`src/rtl/div_sequencer.sv`:
```
// div_sequencer: multi-cycle restoring unsigned divider sharing one subtract datapath
module div_sequencer #(
    parameter int WIDTH = 8
) (
    input  logic             i_clk,
    input  logic             i_rst,
    input  logic             i_start,
    input  logic [WIDTH-1:0] i_dividend,
    input  logic [WIDTH-1:0] i_divisor,
    output logic             o_busy,
    output logic             o_done,
    output logic             o_dbz,
    output logic [WIDTH-1:0] o_quot,
    output logic [WIDTH-1:0] o_rem
);
    localparam int CW = $clog2(WIDTH + 1);
    typedef enum logic [1:0] {IDLE, RUN, DONE} state_t;
    state_t state, state_n;
    logic [CW-1:0] cnt, cnt_n;
    logic [WIDTH:0] r, r_n, r_sh;
    logic [WIDTH-1:0] q, q_n, d, d_n, quot_n, rem_n;
    logic dbz_n;
    logic [WIDTH+1:0] trial;
    assign o_busy = state == RUN;
    assign o_done = state == DONE;
    always_comb begin
        r_sh   = {r[WIDTH-1:0], q[WIDTH-1]};
        // the extra top bit of trial is the adder carry-out: set when no borrow occurred
        trial  = {1'b0, r_sh} + {1'b0, ~{1'b0, d}} + (WIDTH + 2)'(1);
        state_n = state;
        cnt_n   = cnt;
        r_n     = r;
        q_n     = q;
        d_n     = d;
        quot_n  = o_quot;
        rem_n   = o_rem;
        dbz_n   = o_dbz;
        case (state)
            IDLE: if (i_start) begin
                d_n    = i_divisor;
                q_n    = i_dividend;
                r_n    = '0;
                cnt_n  = CW'(WIDTH);
                dbz_n  = i_divisor == '0;
                state_n = dbz_n ? DONE : RUN;
                quot_n = dbz_n ? '1 : o_quot;
                rem_n  = dbz_n ? i_dividend : o_rem;
            end
            RUN: begin
                r_n   = trial[WIDTH+1] ? trial[WIDTH:0] : r_sh;
                q_n   = {q[WIDTH-2:0], trial[WIDTH+1]};
                cnt_n = cnt - CW'(1);
                state_n = cnt == CW'(1) ? DONE : RUN;
                quot_n = cnt == CW'(1) ? q_n : o_quot;
                rem_n  = cnt == CW'(1) ? r_n[WIDTH-1:0] : o_rem;
            end
            default: state_n = IDLE;
        endcase
    end
    always_ff @(posedge i_clk) begin
        if (i_rst) begin
            state  <= IDLE;
            cnt    <= '0;
            r      <= '0;
            q      <= '0;
            d      <= '0;
            o_quot <= '0;
            o_rem  <= '0;
            o_dbz  <= 1'b0;
        end else begin
            state  <= state_n;
            cnt    <= cnt_n;
            r      <= r_n;
            q      <= q_n;
            d      <= d_n;
            o_quot <= quot_n;
            o_rem  <= rem_n;
            o_dbz  <= dbz_n;
        end
    end
endmodule

```
`config.mk`:
```
export PLATFORM = sky130hd
export DESIGN_NAME = div_sequencer
export DESIGN_NICKNAME = d
export VERILOG_FILES = /design/src/rtl/div_sequencer.sv
export SDC_FILE = /design/constraint.sdc
export NUM_CORES = 1
export LEC_CHECK = 0
export CELL_PAD_IN_SITES_DETAIL_PLACEMENT = 1
export CELL_PAD_IN_SITES_GLOBAL_PLACEMENT = 2
export CORE_MARGIN = 2
export CORE_UTILIZATION = 33
export CTS_BUF_LIST = sky130_fd_sc_hd__clkbuf_8 sky130_fd_sc_hd__clkbuf_16
export CTS_CLUSTER_SIZE = 8
export DETAILED_ROUTE_END_ITERATION = 7
export GPL_TIMING_DRIVEN = 0
export PLACE_DENSITY = 0.94
export RECOVER_POWER = 50
export SYNTH_ARGS = -nofsm -noshare
export SYNTH_HDL_FRONTEND = slang
export SYNTH_SLANG_ARGS = --single-unit
```
`constraint.sdc`:
```
create_clock -name i_clk -period 4.2 [get_ports i_clk]
set_input_delay 0.84 -clock i_clk [delete_from_list [all_inputs] [get_ports i_clk]]
set_output_delay 0.84 -clock i_clk [all_outputs]
set_load 0.02 [all_outputs]
```
==> flow_metrics.tcl <==
set metrics [dict create \
    status "finished clean" \
    syn_area_per_cell_sq_um 8.146 \
    reg2reg_from "q[7]" \
    busiest_layer "met2" \
    reg2reg_to "o_rem[6]" \
    cpMostUsedCell "clkbuf_1" \
    grt_use_met1 0.2278 \
    vias_per_cell 5.035 \
    leakage_nw 1.185 \
    cts.htree.levels 2 \
    start_util 0.3434 \
    fin_util 0.4339 \
    synth_fp_nets 318 \
    cp_data_arrival_time_ps 2490 \
    finClkSkew_ps 5.424 \
    use_met2 0.3014 \
    dieWidth_um 88.32 \
    cts_inserted_buffers 5 \
    design_area_sq_um 2964 \
    finalSetupViolCount 0 \
    cts_setup_buffers 0 \
    clockBufferDepth 2 \
    ys_seq_area_frac 0.4011 \
    rrSetupSlack_ps 1710 \
    syn_area_sq_um 2346 \
    min_path_type "reg2reg" \
    coreArea_sq_um 6832 \
    ys_ff_latch 47 \
    gp_congestion 0.7873 \
    pre_cts_ws_ps 1137 \
    synthArstFlopShare 0 \
    cts_tree "yes" \
    synth-main-ff-cell "dfxtp_1" \
    max_stage_delay_ps 710 \
    stdcell_count 429 \
    seq_area_sq_um 940.9 \
    setup_ws_ps 869.2 \
    holdWs_ps 486.6 \
    grt_pass1_wl_um 10630 \
    holdPathEnd "r[0]" \
    std_cell_rows 30 \
    fmax_mhz 300.2 \
    period_needed_ps 3331 \
    cts_root_buf "clkbuf_8" \
    multi_input_area_sq_um 1246 \
    ir_drop_uv 152.9 \
    die_area_sq_um 7800 \
    ys_warn_count 0 \
    vias 2160 \
    cts_resized 0 \
    drt_iter0_drc 56 \
    ant_nets 0 \
    synth_edf_count 0 \
    first_pass_iters 4 \
    nets 362 \
    io_pins 38 \
    min-delay-start "r[0]" \
    maxCapViolations 0 \
    synthToLayoutAreaGrowth_pct 26.35 \
    grt_max_degree 15 \
    cp.required_ps 3360 \
    use_met3 0.03265 \
    criticalPathCategory "reg2out" \
    synth_cells 288 \
    hold_buffers 0 \
    grt_pass1_vias 2233 \
    numClockSinks 47 \
    hold_depth 2 \
    path_cells "buf_2, nand2b_1, clkbuf_1, inv_1, clkbuf_1, clkdlybuf4s50_1" \
    antenna_cells 0 \
    drive_gt1_frac 0.07508 \
    tightest_slew_ps 947.8 \
    slew_headroom 0.3633 \
    hold_viol 0 \
    fillers 852 \
    grt-ovfl-total 0 \
    antenna_found_initial 0 \
    drv_slew 0 \
    setup_tns_ps 0 \
    port_buffers 37 \
    dp_hpwl_um 5015 \
    power_density_nw_per_um2 402.8 \
    die_y_um 88.32 \
    ys_types 45 \
    rsz0062_at_grt "no" \
    dp.cells 421 \
    worstRegToRegCells 9 \
    dpl_cell_area_sq_um 2836 \
    crit_path_start_kind "flip-flop" \
    total_power_mw 1.194 \
    grt_use_total 0.1758 \
    crit_path_top_delay_cell "clkdlybuf4s50_1" \
    insertion_delay_ps 300 \
    cp_max_fo 10 \
    drt_wl_total_um 6474 \
    clk_pin_slew_worst_paths_ps 90 \
    end_kind "output port" \
    avgRoutedWirePerCell_um 15.09 \
    drc 0 \
    period_share 0.7930 \
]
## cell type report
type,count,area share
tap,96,0.04052
multi-input combinational,205,0.4204
sequential,47,0.3174
timing repair buffer,37,0.1249
clock inverter,3,0.02153
buffer,19,0.03039
clock buffer,5,0.02322
inverter,17,0.02153
## placed cells by master, fill, tap and decap left out, types with 3 or more instances in the layout
cell / instances
nor2_1: 63
dfxtp_1: 47
nand2_1: 27
a21oi_1: 25
dlygate4sd3_1: 19
clkdlybuf4s50_1: 18
inv_1: 17
a211oi_1: 16
clkbuf_1: 12
a311oi_1: 10
ha_1: 10
nor3_1: 7
mux2i_1: 5
o21ai_0: 5
clkbuf_8: 5
buf_2: 3
nor4_1: 3
xor2_1: 3
mux2_2: 3
## cell families (layout without fill, tap and decap cells)
kind of cell / count (synthesis) / after routing / share of synthesized area
buffers and inverters: 36 / 81 / 0.06560
multiplexers: 8 / 8 / 0.03573
AND/OR/NAND/NOR: 114 / 114 / 0.2219
adder cells (fa/ha/maj): 11 / 11 / 0.06187
AO/OA/AOI/OAI: 68 / 68 / 0.1989
XOR/XNOR: 4 / 4 / 0.01494
flip-flops: 47 / 47 / 0.4011
## worst max-delay path, delay by kind of cell (launching register included)
kind | cells | cell delay (ps)
buf+inv | 5 | 1730
simple gates | 1 | 150
flops | 1 | 300
## per-layer routing
metal  vias up  share of wire  wire length [um]
li1       1081              -                 -
met4         0          0.012                78
met5         -              0                 0
met1      1043           0.49              3144
met3         7          0.027               177
met2        29           0.47              3074
## Yosys cell counts (5+ instances only)
master | n | area [sq um]
nor2_1 | 63 | 236.5
dfxtp_1 | 47 | 940.9
nand2_1 | 27 | 101.4
a21oi_1 | 25 | 125.1
a211oi_1 | 16 | 120.1
inv_1 | 16 | 60.06
clkbuf_1 | 11 | 41.29
a311oi_1 | 10 | 87.58
ha_1 | 10 | 125.1
nor3_1 | 6 | 30.03
mux2i_1 | 5 | 50.05
o21ai_0 | 5 | 25.02
## sequential cells by signal (all words and copies together) (netlist names)
signal	cells
cnt	4
d	8
o_dbz	1
o_quot	8
o_rem	8
q	8
r	8
state	2
## power breakdown
part           internal [mW]  switching [mW]
combinational          0.128           0.177
clock                  0.236           0.159
sequential             0.475          0.0192
total                  0.839           0.355
## worst max-delay path by stage
stage	startpoint	to	slack, ps	depth (start not counted)
finish	state[1]	o_busy	870	6
detailed placement	i_divisor[4]	o_rem[7]	1140	8
CTS	state[1]	o_busy	850	6
global route	state[1]	o_busy	730	6
global placement	i_divisor[4]	o_rem[7]	1150	8
floorplan	i_divisor[4]	o_rem[7]	1850	7
Note: power is estimated with default switching activity, not from simulation.
